`src/rtl/fifo_pkg.sv`:
```
// Shared defaults for the synchronous FIFO slice: data width, depth,
// pointer width and almost-full/almost-empty thresholds.
package fifo_pkg;

  localparam int FIFO_WIDTH     = 16;
  localparam int FIFO_DEPTH     = 8;
  localparam int FIFO_ADR_WIDTH = 3;
  localparam int FIFO_AF_LEVEL  = 6;
  localparam int FIFO_AE_LEVEL  = 2;

endpackage : fifo_pkg

```
`src/rtl/fifo_mem.sv`:
```
// FIFO storage array: one synchronous write port, one combinational read port.
// Contents are deliberately left unreset so the array maps onto plain RAM.
module fifo_mem
  import fifo_pkg::*;
#(
  parameter int width     = FIFO_WIDTH,
  parameter int depth     = FIFO_DEPTH,
  parameter int adr_width = FIFO_ADR_WIDTH
) (
  input  logic                 clk_i,
  input  logic                 wrEn_i,
  input  logic [adr_width-1:0] wrAddr_i,
  input  logic [width-1:0]     wrData_i,
  input  logic [adr_width-1:0] rdAddr_i,
  output logic [width-1:0]     rdData_o
);

  logic [width-1:0] memQ [depth];

  always_ff @(posedge clk_i) begin
    if (wrEn_i) begin
      memQ[wrAddr_i] <= wrData_i;
    end
  end

  assign rdData_o = memQ[rdAddr_i];

endmodule : fifo_mem

```
`src/rtl/sync_fifo.sv`:
```
// Single-clock FIFO with registered read data, occupancy count, status flags
// decoded from the registered count, and one-cycle overflow/underflow pulses.
module sync_fifo
  import fifo_pkg::*;
#(
  parameter int width     = FIFO_WIDTH,
  parameter int depth     = FIFO_DEPTH,
  parameter int adr_width = FIFO_ADR_WIDTH,
  parameter int af_level  = FIFO_AF_LEVEL,
  parameter int ae_level  = FIFO_AE_LEVEL
) (
  input  logic                 clk,
  input  logic                 rst,
  input  logic                 flush,
  input  logic [width-1:0]     data_in,
  input  logic                 we,
  input  logic                 re,
  output logic [width-1:0]     data_out,
  output logic                 data_valid,
  output logic                 fifo_full,
  output logic                 fifo_empty,
  output logic                 almost_full,
  output logic                 almost_empty,
  output logic [adr_width:0]   count,
  output logic                 overflow,
  output logic                 underflow
);

  localparam logic [adr_width:0]   DepthC   = (adr_width + 1)'(depth);
  localparam logic [adr_width:0]   AfC      = (adr_width + 1)'(af_level);
  localparam logic [adr_width:0]   AeC      = (adr_width + 1)'(ae_level);
  localparam logic [adr_width-1:0] LastPtrC = adr_width'(depth - 1);

  logic [adr_width-1:0] wrPtrQ, wrPtrD;
  logic [adr_width-1:0] rdPtrQ, rdPtrD;
  logic [adr_width:0]   countQ, countD;
  logic [width-1:0]     dataOutQ, dataOutD;
  logic [width-1:0]     memRdData;
  logic                 dataValidQ, dataValidD;
  logic                 overflowQ, overflowD;
  logic                 underflowQ, underflowD;
  logic                 rdAccept, wrAccept, memWe;

  assign fifo_empty   = (countQ == '0);
  assign fifo_full    = (countQ == DepthC);
  assign almost_full  = (countQ >= AfC);
  assign almost_empty = (countQ <= AeC);

  // A full FIFO still takes a write when a read frees a slot in the same cycle.
  assign rdAccept = re && !fifo_empty;
  assign wrAccept = we && (!fifo_full || rdAccept);

  always_comb begin
    wrPtrD     = wrPtrQ;
    rdPtrD     = rdPtrQ;
    countD     = countQ;
    dataOutD   = dataOutQ;
    dataValidD = rdAccept;
    overflowD  = we && !wrAccept;
    underflowD = re && !rdAccept;
    memWe      = wrAccept;

    if (wrAccept) begin
      wrPtrD = (wrPtrQ == LastPtrC) ? '0 : wrPtrQ + 1'b1;
    end
    if (rdAccept) begin
      rdPtrD   = (rdPtrQ == LastPtrC) ? '0 : rdPtrQ + 1'b1;
      dataOutD = memRdData;
    end

    case ({wrAccept, rdAccept})
      2'b10:   countD = countQ + 1'b1;
      2'b01:   countD = countQ - 1'b1;
      default: countD = countQ;
    endcase

    // Flush wins over any request in the same cycle but leaves data_out alone.
    if (flush) begin
      wrPtrD     = '0;
      rdPtrD     = '0;
      countD     = '0;
      dataOutD   = dataOutQ;
      dataValidD = 1'b0;
      overflowD  = 1'b0;
      underflowD = 1'b0;
      memWe      = 1'b0;
    end
  end

  always_ff @(posedge clk or posedge rst) begin
    if (rst) begin
      wrPtrQ     <= '0;
      rdPtrQ     <= '0;
      countQ     <= '0;
      dataOutQ   <= '0;
      dataValidQ <= 1'b0;
      overflowQ  <= 1'b0;
      underflowQ <= 1'b0;
    end else begin
      wrPtrQ     <= wrPtrD;
      rdPtrQ     <= rdPtrD;
      countQ     <= countD;
      dataOutQ   <= dataOutD;
      dataValidQ <= dataValidD;
      overflowQ  <= overflowD;
      underflowQ <= underflowD;
    end
  end

  fifo_mem #(
    .width     (width),
    .depth     (depth),
    .adr_width (adr_width)
  ) uMem (
    .clk_i    (clk),
    .wrEn_i   (memWe),
    .wrAddr_i (wrPtrQ),
    .wrData_i (data_in),
    .rdAddr_i (rdPtrQ),
    .rdData_o (memRdData)
  );

  assign data_out   = dataOutQ;
  assign data_valid = dataValidQ;
  assign count      = countQ;
  assign overflow   = overflowQ;
  assign underflow  = underflowQ;

endmodule : sync_fifo

```
`config.mk`:
```
export PLATFORM = sky130hd
export DESIGN_NAME = sync_fifo
export DESIGN_NICKNAME = d
export VERILOG_FILES = /design/src/rtl/fifo_pkg.sv /design/src/rtl/fifo_mem.sv /design/src/rtl/sync_fifo.sv
export SDC_FILE = /design/constraint.sdc
export NUM_CORES = 1
export LEC_CHECK = 0
export ABC_CLOCK_PERIOD_IN_PS = 3270
export BUFFER_PORTS_ARGS = -buffer_cell sky130_fd_sc_hd__buf_2
export CAP_MARGIN = 0
export CORE_MARGIN = 8
export CORE_UTILIZATION = 55
export DETAILED_ROUTE_END_ITERATION = 8
export GPL_TIMING_DRIVEN = 0
export PLACE_DENSITY = 0.78
export SYNTH_ARGS = -nofsm -noshare
export SYNTH_HDL_FRONTEND = slang
export SYNTH_SLANG_ARGS = --single-unit
```
`constraint.sdc`:
```
create_clock -name clk -period 3.27 [get_ports clk]
set_clock_uncertainty 0.05 [all_clocks]
set_input_delay 0.654 -clock clk [delete_from_list [all_inputs] [get_ports clk]]
set_output_delay 0.654 -clock clk [all_outputs]
set_load 0.005 [all_outputs]
```
Word level (Yosys, flattened, before mapping). Memory sizes are Yosys's and may differ from the RTL's. A register that Yosys moved wholly into a read port is not among the register bits. Index checks and enable logic that the tools add are counted.

Register bits after elaboration: 13. Memory bits (writable): 128. Word-level logic and storage cells: 47. Memories: 1.

Memory list: uMem.memQ (words 8, bits a word 16, rd ports 1, clocked after memory_dff 1, write ports 1, RTL line fifo_mem.sv:18) `logic [width-1:0] memQ [depth];`.

Add/sub/neg operators: 4. Magnitude comparators: 2. Eq/ne operators: 5. Multiplexer cells: 14. Bitwise operators: 1. Reduce and logical (&&, ||, !) cells: 14.

Operator list (count): 3-bit two-way mux (6); 4-bit one-hot mux with 2 select lines (1); 3-bit by 1-bit adder with 3-bit output, second input constant (2); 3-bit == test, second input constant (2); 1-bit two-way mux (6); 4-bit by 1-bit adder with 4-bit output, second input constant (1); 4-bit == test, second input constant (1); 4-bit by 3-bit >= comparator with 1-bit output, second input constant (1); 4-bit by 2-bit less-or-equal comparator with 1-bit output, second input constant (1); 1-bit logical AND (4); 1-bit logical NOT (4); 4-bit logical NOT (1); 4-bit two-way mux (1); 2-bit nonzero test (2); 4-bit by 1-bit subtractor with 4-bit output, second input constant (1); 3-bit nonzero test (1); 2-bit by 1-bit == test with 1-bit output, second input constant (1); 2-bit == test, second input constant (1); 2-bit AND reduction (1); 1-bit logical OR (1); 1-bit NOT (1).

Depth between registers and ports, before layout. Gate-level depths: netlist of the first run.

Depth in word-level cells: 8. Mapped depth: 9. Mapped depth without buffers: 8.

By module. From an unflattened synthesis of the first run, not the netlist that was laid out.

Cell total of the unflattened synthesis: 305. Area total of the unflattened synthesis: 6369.9 um2.

Modules (own cells, without submodules): fifo_mem (instances 1, cells an instance 198, area each 4973.5 um2, sequential area each 3843.7 um2); sync_fifo (instances 1, cells an instance 107, area each 1396.3 um2, sequential area each 725.7 um2).

Worst setup path before layout of the first run. No wires, ideal clock.

Path type: input -> register. Start: input we. End: memory uMem.memQ[2][0] (netlist bit) (enable). Arrival: 2.525 ns. Slack: 0.265 ns. Stages: 3. Buffers on the path: 1. Cell sequence: buf_4 > o21ai_4 > nor4_1.

Cells in the longest elaborated chain, start to end: 4.

Ends and longest elaborated chain: from (decl) (RTL line sync_fifo.sv:16) `input logic we,`; 1-bit logical AND (RTL line sync_fifo.sv:51) `assign wrAccept = we && (!fifo_full || rdAccept);`; 1-bit two-way mux (RTL line sync_fifo.sv:78) `if (flush) begin`; 1-bit two-way mux (RTL line fifo_mem.sv:21) `if (wrEn_i) begin`; 1-bit two-way mux (not written as such) (RTL line fifo_mem.sv:22) `memQ[wrAddr_i] <= wrData_i;`; to (decl) (RTL line fifo_mem.sv:18).

Every way passes these cells.

Final worst setup path of the first run.
Start: register countQ[0] (netlist: count[0]). End: register countQ[3] (netlist: count[3]).

Cells in the longest elaborated chain, start to end: 8.

Ends and longest elaborated chain: from (decl) (RTL line sync_fifo.sv:36) `logic [adr_width:0] countQ, countD;`; from (signal assigned) (RTL line sync_fifo.sv:102) `countQ <= countD;`; 4-bit logical NOT (RTL line sync_fifo.sv:44) `assign fifo_empty = (countQ == '0);`; 1-bit logical NOT (RTL line sync_fifo.sv:50) `assign rdAccept = re && !fifo_empty;`; 1-bit logical AND (RTL line sync_fifo.sv:50); 1-bit logical OR (RTL line sync_fifo.sv:51); 1-bit logical AND (RTL line sync_fifo.sv:51); 2-bit by 1-bit == test with 1-bit output / 2-bit == test (equally long branches) (RTL line sync_fifo.sv:71) `case ({wrAccept, rdAccept})`; 4-bit one-hot mux with 2 select lines (RTL line sync_fifo.sv:71); 4-bit two-way mux (RTL line sync_fifo.sv:78).

Parallel ways exist; a longest one is shown, timed or not. A chain may end at the register's enable or synchronous reset.

==> results.tsv, run 1 <==
stage	metric	value	unit
run_status	status	finished clean	
cells_and_area	final layout net count	433	
detailed_routing	Post-Route WL	12.7	mm
synth	synthesized area	6200	um2
sta	setup repair after global routing missed its margin	false	
global_route	initial antenna violation count	1	
synth	main area contributors after synthesis	edfxtp_1 (62%), dfrtp_1 (12%), mux4_2 (12%), mux2i_1 (3.2%), a21oi_1 (1.8%)	
die	starting density of the core	56.7	%
critical_path	CP Capture Type	flip-flop	
cells_and_area	share of cells above drive strength 1	34.9	%
sta	pins over their slew limit	0	
clock_network	Clock Path Buffers	2	
synth	post-synth top area cell	edfxtp_1	
cells_and_area	Filler cells	716	
detailed_routing	Final ANT Viol Nets	0	
sta	worst hold slack	82.8	ps
placed_design	Post-Place Setup Slack	674	ps
detailed_routing	via count	3308	
cells_and_area	most common cell after layout, fill and taps aside	edfxtp_1	
worst_hold_path	HP Class	primary input to asynchronous set/reset pin	
sta	Setup violations, final	0	
critical_path	CP max FO	9	
critical_path	WS Path Type	flip-flop to flip-flop	
synth	Synth cell types	35	
sta	Rel. slew slack	34.4	%
clock_network	Root Driver	clkbuf_16	
die	I/O Pins	48	
die	Die Y	122	um
sta	post-route minimum period	2610	ps
detailed_routing	DR iter-0 viols	306	
synth	top-area cell type share of the netlist area	62.0	%
critical_path	Worst path max stage delay	630	ps
critical_path	CP Launch Type	flip-flop	
synth	Mapped Avg Cell Area	18.9	um2
power_and_ir_drop	P_leak	2.59	nW
flow_run	Max-Cap Viols	0	
synth	Syn Nets	356	
power_and_ir_drop	Power Density	740	nW/um2
sta	slew of the pin with the lowest slew margin	979	ps
placed_design	Placer Congestion	0.772	
cells_and_area	most frequent cells in the layout	edfxtp_1 (128), buf_2 (53), mux4_2 (32)	
sta	PnR worst setup slack	657	ps
detailed_routing	# DRC	0	
synth	FFs w/ async S/R, synth	18.5	%
clock_network	hold buffers post-CTS	0	
critical_path	slowest CP cell	or4_4	
die	core area	10900	um2
clock_network	Num CTS Buffers	17	
critical_path	CP top delay family	simple AND/OR/NAND/NOR gates	
sta	final cycle utilization of the critical path	79.9	%
detailed_routing	first-pass detailed-route iteration total	4	
power_and_ir_drop	VDD IR-drop max	0.000445	V
clock_network	post_cts resized	0	
critical_path	worst path required time	3560	ps
clock_network	clock latency on the worst-skew pair	420	ps
sta	Peak Freq	383	MHz
synth	Post-Syn Instances	328	
synth	sequential element share of the synthesized area	73.7	%
cells_and_area	ANT cells	0	
global_route	total track usage	18.4	%
cells_and_area	sequential cell area	4570	um2
placed_design	HPWL after DPL	8.31	mm
critical_path	stages on the worst setup path	8	
global_route	largest net degree at the start of global routing	30	
cells_and_area	synthesis-to-layout area growth	18.8	%
synth	YS warnings	0	
synth	Yosys reg bits	157	
global_route	Congestion Overflow GR	0	
critical_path	worst path cell trace	or4_4, nand2_1, nor2_1, ha_1, a21oi_1, a21oi_1, nand3b_1, a31oi_1	
clock_network	Clock H-tree levels	4	
die	Site Rows	38	
die	area of the die	14900	um2
synth	Top FF cell, synth	edfxtp_1	
cells_and_area	multi-input logic area	1560	um2
critical_path	arrival time at the worst endpoint	2900	ps
placed_design	Port-buffer cells	46	
global_route	global-route wire length before repair	19.7	mm
critical_path	Reg2Reg Depth	8	
clock_network	TritonCTS clock tree	yes	
die	die width	122	um
sta	setup TNS	0	ps
detailed_routing	vias per inst	5.93	
clock_network	Reg clk slew, reported paths	70	ps
detailed_routing	WL/cell	22.7	um
clock_network	clk sink count	157	
critical_path	buffer and inverter count on the worst path	0	
sta	Final Hold Viols	0	
synth	number of synthesized flops with an enable pin	128	
critical_path	CP most frequent cell	a21oi_1	
clock_network	Setup Fix Bufs, Post-CTS	0	
global_route	vias in the first global route	3488	
-- synthesized netlist by cell type, types with 2 or more instances --
cell,count
nand3_1,4
nor4_1,2
edfxtp_1,128
nor3_1,6
nand2_1,6
buf_4,4
clkbuf_1,3
mux2i_1,20
nor2_1,28
ha_1,6
nand2b_1,4
xnor2_1,3
inv_1,2
a21oi_1,22
a211oi_1,2
dfrtp_1,29
mux4_2,32
nand3b_1,2
or3_1,3
buf_2,7
-- per-stage QoR --
step | util [%] | std cells | cell area, um2 | total power, mW
final | 67.4 | 558 | 7370 | 5.45
after global routing | 67.4 | 558 | 7370 | 5.69
after CTS | 67.2 | 557 | 7350 | 5.49
after detailed placement | 62.0 | 525 | 6780 | 3.64
after global placement | 60.4 | 514 | 6610 | 3.58
after floorplan | - | 328 | 6200 | 3.22
-- layout make-up --
class	count	area share (%)
flip-flops and latches	157	62.0
repair buffers	58	5.28
plain buffers	17	1.36
clock buffers	18	5.82
multi-input cells	151	21.1
inverters	3	0.153
clock inverters	14	1.87
well taps	140	2.38
-- path summary, 6_finish.rpt --
path / startpoint / end / slack (ps)
worst min-delay path: rst / data_out[9] / 80
min in group clk: flush / overflow / 440
worst min register to register: data_out[15] / data_out[15] / 470
worst max register to register: count[0] / count[3] / 660
max in group asynchronous: rst / data_out[3] / 2680
worst max-delay path: count[0] / count[3] / 660
-- cells by family after synthesis --
family | Yosys count | share of synthesized area (%)
flops | 157 | 73.7
simple gates | 59 | 4.70
fa+ha+maj | 7 | 1.53
compound gates | 30 | 2.99
buf+inv | 20 | 1.80
xor+xnor | 3 | 0.424
mux | 52 | 14.9
-- state kept, by name, summed over array words and instances (netlist names) --
name,count
data_out,16
uMem.memQ,128
wrPtrQ,3
overflow,1
rdPtrQ,3
data_valid,1
count,4
underflow,1
-- power breakdown --
group	internal, mW	switching, mW
registers	2.33	0.129
clock network	1.06	0.789
logic	0.550	0.594
-- worst reg2reg max path: cells and delay by family (launching register included) --
kind / cells / cell delay (ps)
AOI/OAI and AO/OA: 3 / 550
adders and majority gates: 1 / 330
DFF: 1 / 500
and+or+nand+nor: 4 / 1090
-- routing by layer --
layer	GRT usage (%)	vias up	part of all wire (%)
met5	0	-	0.12
met2	30.4	130	51
met4	6.93	2	1.9
met1	22.9	1687	40
met3	5.00	22	7.2
li1	-	1467	-
Power figures use the tool's default switching activity.
==> run 2, diff against run 1 <==
--- a/config.mk
+++ b/config.mk
@@ -5,14 +5,14 @@
 export SDC_FILE = /design/constraint.sdc
 export NUM_CORES = 1
 export LEC_CHECK = 0
-export ABC_CLOCK_PERIOD_IN_PS = 3270
+export ABC_CLOCK_PERIOD_IN_PS = 2400
 export BUFFER_PORTS_ARGS = -buffer_cell sky130_fd_sc_hd__buf_2
 export CAP_MARGIN = 0
 export CORE_MARGIN = 8
-export CORE_UTILIZATION = 55
+export CORE_UTILIZATION = 53
 export DETAILED_ROUTE_END_ITERATION = 8
 export GPL_TIMING_DRIVEN = 0
-export PLACE_DENSITY = 0.78
+export PLACE_DENSITY = 0.79
 export SYNTH_ARGS = -nofsm -noshare
 export SYNTH_HDL_FRONTEND = slang
 export SYNTH_SLANG_ARGS = --single-unit
==> constraint.sdc (replaced) <==
create_clock -name clk -period 2.4 [get_ports clk]
set_clock_uncertainty 0.05 [all_clocks]
set_input_delay 0.48 -clock clk [delete_from_list [all_inputs] [get_ports clk]]
set_output_delay 0.48 -clock clk [all_outputs]
set_load 0.005 [all_outputs]
==> run 2 against run 1 <==
  * Setup slack worse by 630 ps
  * Global-route usage shrank 0.42 points
  * Wire length increased by 2.3%
  * Critical endpoint is now fifo_empty
  * Count of clock-buffer cells in the layout is the same
==> results.tsv, run 2 (synthesis results as in run 1) <==
stage	metric	value	unit
global_route	largest net degree at the start of global routing	30	
sta	slew of the pin with the lowest slew margin	956	ps
sta	pins over their slew limit	0	
clock_network	clk sink count	157	
cells_and_area	final layout net count	447	
die	Site Rows	39	
critical_path	worst path cell trace	buf_6, or4_4, buf_4, inv_2, buf_2	
critical_path	CP top delay family	simple AND/OR/NAND/NOR gates	
cells_and_area	ANT cells	0	
detailed_routing	via count	3357	
detailed_routing	DR iter-0 viols	265	
power_and_ir_drop	VDD IR-drop max	0.000722	V
sta	PnR worst setup slack	29.5	ps
worst_hold_path	Worst Hold Path EP	uMem.memQ[2][3]	
flow_run	Max-Cap Viols	0	
critical_path	R2R Path End	uMem.memQ[4][8]	
cells_and_area	max reg flops	128	
critical_path	CP max FO	8	
die	area of the die	15400	um2
cells_and_area	Final Cell Area	7530	um2
die	die width	124	um
global_route	Congestion Overflow GR	0	
global_route	global-route wire length before repair	19.6	mm
sta	post-route minimum period	2370	ps
power_and_ir_drop	P_leak	2.67	nW
placed_design	Placed Instance Area	6790	um2
placed_design	Placer Congestion	0.800	
critical_path	buffer and inverter count on the worst path	4	
placed_design	Port-buffer cells	46	
detailed_routing	Final ANT Viol Nets	0	
clock_network	Num CTS Buffers	17	
die	core area	11400	um2
critical_path	WS Path Type	flip-flop to output pin	
clock_network	Clock H-tree levels	4	
global_route	total track usage	18.0	%
run_status	status	finished clean	
detailed_routing	first-pass detailed-route iteration total	5	
sta	final cycle utilization of the critical path	98.8	%
detailed_routing	# DRC	0	
power_and_ir_drop	Power Density	1020	nW/um2
sta	Rel. slew slack	35.7	%
clock_network	clock latency on the worst-skew pair	420	ps
cells_and_area	Reg with most FFs	uMem.memQ	
die	starting density of the core	54.3	%
critical_path	CP Launch Type	flip-flop	
worst_hold_path	HP Class	primary input to flip-flop	
cells_and_area	most common cell after layout, fill and taps aside	edfxtp_1	
critical_path	arrival time at the worst endpoint	1840	ps
power_and_ir_drop	total power	7.70	mW
detailed_routing	Post-Route WL	12.9	mm
critical_path	slowest CP cell	or4_4	
worst_hold_path	hold path startpoint	data_in[3]	
cells_and_area	most frequent cells in the layout	edfxtp_1 (128), buf_2 (53), mux4_2 (32)	
die	Die Y	124	um
placed_design	HPWL after DPL	8.32	mm
clock_network	TritonCTS clock tree	yes	
cells_and_area	synthesis-to-layout area growth	21.5	%
sta	Peak Freq	422	MHz
sta	Setup violations, final	0	
clock_network	Reg clk slew, reported paths	60	ps
global_route	initial antenna violation count	0	
critical_path	Reg2Reg Launch Point	count[3]	
cells_and_area	share of cells above drive strength 1	39.1	%
global_route	vias in the first global route	3422	
sta	Final Hold Viols	0	
detailed_routing	vias per inst	5.84	
clock_network	Clock Path Buffers	2	
detailed_routing	WL/cell	22.5	um
die	I/O Pins	48	
placed_design	Post-Place Setup Slack	-122	ps
critical_path	Worst path max stage delay	560	ps
critical_path	CP Capture Type	output pin	
critical_path	worst path required time	1870	ps
clock_network	Root Driver	clkbuf_16	
critical_path	register-to-register setup slack	70	ps
critical_path	Reg2Reg Depth	5	
worst_hold_path	Min-Delay Path Depth	1	
run 2: changes by cell type in the layout (fill, tap and decap cells not counted), moves of 2 or more:
cell        delta
clkinv_2       +3
buf_4         +15
dfrtp_2        +3
nand2_1        -2
nor3_2         -2
inv_6          -4
a21oi_2        +2
clkinvlp_4     +2
dfrtp_1        -3
clkinv_4       -2
a21oi_1        -2
nor3_4         +2
run 2: what timing repair did:
item,CTS,global route
hold endpoints to repair,0,9
setup endpoints to repair,20,13
buffers inserted,2,10
resized for setup,4,7
gates cloned,0,0
hold buffers,0,1
pin swaps,1,5
run 2: cell type report:
cell class              instances  area, um2
multi-input cells             151       1590
inverters                       3       11.3
fillers                       775       3880
repair buffers                 72        489
clock inverters                14        145
clock buffers                  18        439
plain buffers                  17        104
flip-flops and latches        157       4570
well taps                     143        179
run 2: how the worst max path moves through the flow:
| stage | from | end | slack (ps) | depth (start not counted) |
|---|---|---|---|---|
| finish | count[3] | fifo_empty | 30 | 5 |
| CTS | count[0] | count[3] | 10 | 8 |
| global placement | count[3] | uMem.memQ[2][4] | -2120 | 4 |
| detailed placement | count[0] | count[3] | -120 | 8 |
| global route | count[3] | fifo_empty | -20 | 5 |
| floorplan | count[3] | uMem.memQ[2][0] | -550 | 4 |
run 2: power by group:
part	internal [mW]	switching [mW]
registers	3.18	0.140
logic	0.873	0.895
clock network	1.55	1.06
total	5.61	2.09
run 2: metal layers:
metal,up-vias,global-route usage (%),wire length (um)
met5,-,0,0
met4,0,6.99,185
met3,19,5.21,986
met2,132,29.7,6520
met1,1721,22.1,5260
li1,1485,-,-
run 2: per-stage QoR:
step	std cells	setup TNS [ps]	hold slack (ps)	utilization, %
final	575	0	268	66.0
after global routing	575	-18.2	256	66.0
after CTS	563	0	253	64.8
after detailed placement	529	-1970	461	59.5
after global placement	517	-122710	455	58.0
after floorplan	328	-19920	469	-
==> run 3, diff against run 2 <==
--- a/config.mk
+++ b/config.mk
@@ -5,14 +5,16 @@
 export SDC_FILE = /design/constraint.sdc
 export NUM_CORES = 1
 export LEC_CHECK = 0
+export ABC_AREA = 1
 export ABC_CLOCK_PERIOD_IN_PS = 2400
 export BUFFER_PORTS_ARGS = -buffer_cell sky130_fd_sc_hd__buf_2
 export CAP_MARGIN = 0
 export CORE_MARGIN = 8
-export CORE_UTILIZATION = 53
+export CORE_UTILIZATION = 54
 export DETAILED_ROUTE_END_ITERATION = 8
 export GPL_TIMING_DRIVEN = 0
-export PLACE_DENSITY = 0.79
+export PLACE_DENSITY = 0.8
+export SKIP_CTS_REPAIR_TIMING = 1
 export SYNTH_ARGS = -nofsm -noshare
 export SYNTH_HDL_FRONTEND = slang
 export SYNTH_SLANG_ARGS = --single-unit
==> run 3 against run 2 <==
  * Register-to-register slack got worse by 40 ps
  * Largest cell class unchanged
  * Setup slack improved by 1.1 ps
  * Cell count rose by 33%
  * Non-clock buffer count fell by 15
  * Critical endpoint is now uMem.memQ[0][2]
==> results.tsv, run 3 <==
stage	metric	value	unit
run_status	status	finished clean	
critical_path	CP top delay family	simple AND/OR/NAND/NOR gates	
cells_and_area	max reg flops	128	
placed_design	Placer Congestion	0.873	
placed_design	HPWL after DPL	9.61	mm
power_and_ir_drop	total power	8.10	mW
cells_and_area	most frequent cells in the layout	edfxtp_1 (128), nor2_1 (114), nand2_1 (59)	
clock_network	clock latency on the worst-skew pair	430	ps
synth	Syn Nets	564	
synth	number of synthesized flops with an enable pin	128	
power_and_ir_drop	VDD IR-drop max	0.000691	V
cells_and_area	most common cell after layout, fill and taps aside	edfxtp_1	
detailed_routing	Final ANT Viol Nets	0	
clock_network	Reg clk slew, reported paths	60	ps
critical_path	worst path required time	2390	ps
clock_network	Clock Path Buffers	2	
clock_network	TritonCTS clock tree	yes	
clock_network	Root Driver	clkbuf_16	
power_and_ir_drop	Power Density	1080	nW/um2
global_route	initial antenna violation count	0	
cells_and_area	ANT cells	0	
synth	most numerous cell in the Yosys netlist	edfxtp_1	
sta	slew of the pin with the lowest slew margin	1060	ps
cells_and_area	synthesis-to-layout area growth	16.8	%
cells_and_area	final layout net count	631	
detailed_routing	via count	4499	
critical_path	CP max FO	16	
sta	post-route minimum period	2370	ps
sta	Rel. slew slack	29.6	%
cells_and_area	Final Cell Area	7500	um2
synth	Mapped Avg Cell Area	12.0	um2
clock_network	Num CTS Buffers	17	
die	I/O Pins	48	
sta	Setup violations, final	0	
synth	Top FF cell, synth	edfxtp_1	
clock_network	Clock H-tree levels	4	
critical_path	Reg2Reg Launch Point	count[0]	
detailed_routing	# DRC	0	
synth	top-area cell type share of the netlist area	59.8	%
worst_hold_path	hold path startpoint	flush	
critical_path	buffer and inverter count on the worst path	1	
synth	YS warnings	0	
sta	Final Hold Viols	0	
synth	synthesized area	6420	um2
global_route	largest net degree at the start of global routing	30	
critical_path	WS Path Type	flip-flop to flip-flop	
detailed_routing	DR iter-0 viols	606	
sta	final cycle utilization of the critical path	98.7	%
critical_path	slowest CP cell	nor2_2	
sta	Peak Freq	422	MHz
sta	PnR worst setup slack	30.6	ps
synth	Post-Syn Instances	536	
sta	pins over their slew limit	0	
placed_design	Port-buffer cells	47	
synth	Commonest cells post-synth	edfxtp_1 (128), nor2_1 (122), nand2_1 (59)	
placed_design	Post-Place Setup Slack	-73.6	ps
worst_hold_path	Min-Delay Path Depth	2	
synth	Synth cell types	26	
die	core area	11800	um2
die	Site Rows	40	
cells_and_area	Final Util	63.5	%
global_route	vias in the first global route	4524	
synth	Yosys reg bits	157	
synth	post-synth top area cell	edfxtp_1	
critical_path	register-to-register setup slack	30	ps
die	Die Y	125	um
critical_path	Reg2Reg Depth	6	
critical_path	Worst path max stage delay	840	ps
placed_design	Placed Instance Area	6880	um2
worst_hold_path	Worst Hold Path EP	underflow	
global_route	total track usage	19.9	%
cells_and_area	share of cells above drive strength 1	19.0	%
die	starting density of the core	54.4	%
die	die width	125	um
detailed_routing	first-pass detailed-route iteration total	7	
detailed_routing	vias per inst	5.90	
detailed_routing	Post-Route WL	15.3	mm
clock_network	clk sink count	157	
sta	setup repair after global routing missed its margin	true	
critical_path	CP Launch Type	flip-flop	
critical_path	worst path cell trace	nor2_4, nand4_1, nand3_1, inv_2, nand2_1, nor2_2	
flow_run	Max-Cap Viols	0	
die	area of the die	15600	um2
critical_path	CP Capture Type	flip-flop	
cells_and_area	Reg with most FFs	uMem.memQ	
synth	sequential element share of the synthesized area	71.1	%
global_route	Congestion Overflow GR	0	
power_and_ir_drop	P_leak	2.91	nW
worst_hold_path	HP Class	primary input to flip-flop	
critical_path	arrival time at the worst endpoint	2360	ps
synth	main area contributors after synthesis	edfxtp_1 (60%), dfrtp_1 (11%), nor2_1 (7.1%), nand2_1 (3.4%), nand3_1 (3.4%)	
global_route	global-route wire length before repair	24.0	mm
critical_path	R2R Path End	uMem.memQ[0][2]	
detailed_routing	WL/cell	20.0	um
synth	FFs w/ async S/R, synth	18.5	%
-- run 3: how the worst max path moves through the flow --
stage / startpoint / to / slack (ps) / cells after the start
floorplan: flush / uMem.memQ[0][0] / 320 / 5
global placement: flush / uMem.memQ[6][13] / -400 / 6
detailed placement: flush / uMem.memQ[7][2] / -70 / 6
CTS: count[0] / uMem.memQ[7][4] / 50 / 6
global route: count[0] / uMem.memQ[0][6] / -90 / 6
finish: count[0] / uMem.memQ[0][2] / 30 / 6
-- run 3: where the power goes --
| group | internal [mW] | total, mW | switching (mW) |
|---|---|---|---|
| Sequential | 3.17 | 3.33 | 0.162 |
| Clock | 1.63 | 2.70 | 1.07 |
| Combinational | 0.740 | 2.06 | 1.32 |
-- run 3: worst register-to-register path, stage by stage (launching register included) --
cell	delay, ps
dfrtp_1	500
nor2_4	90
nand4_1	120
nand3_1	100
inv_2	90
nand2_1	190
nor2_2	850
-- run 3: cells by family after synthesis --
logic type      count (synthesis)  share of synthesized area (%)
simple gates                  234                           15.2
buf+inv                        47                           4.38
xor+xnor                        1                          0.136
flops                         157                           71.1
compound gates                 90                           7.64
fa+ha+maj                       7                           1.48
-- run 3: final cells by class --
cell class	instances	area, um2
buffer	26	203
clock buffer	18	429
clock inverter	14	169
fill	847	4310
inverter	21	78.8
multi-input combinational	332	1620
sequential	157	4570
tap	147	184
timing repair buffer	48	250
-- run 3: through the flow --
stage	TNS [ps]	std cells	hold slack [ps]
global route	-2790	763	237
finish	0	763	227
global placement	-46320	730	411
floorplan	0	536	423
CTS	0	763	221
detailed placement	-4130	731	416
-- run 3: per-layer routing --
| layer | global-route usage [%] | wire, um | share of wire, % |
|---|---|---|---|
| met5 | 0 | 0 | 0 |
| met3 | 4.93 | 1410 | 9.2 |
| met4 | 10.1 | 368 | 2.4 |
| met1 | 23.8 | 5900 | 39 |
| met2 | 32.9 | 7600 | 50 |
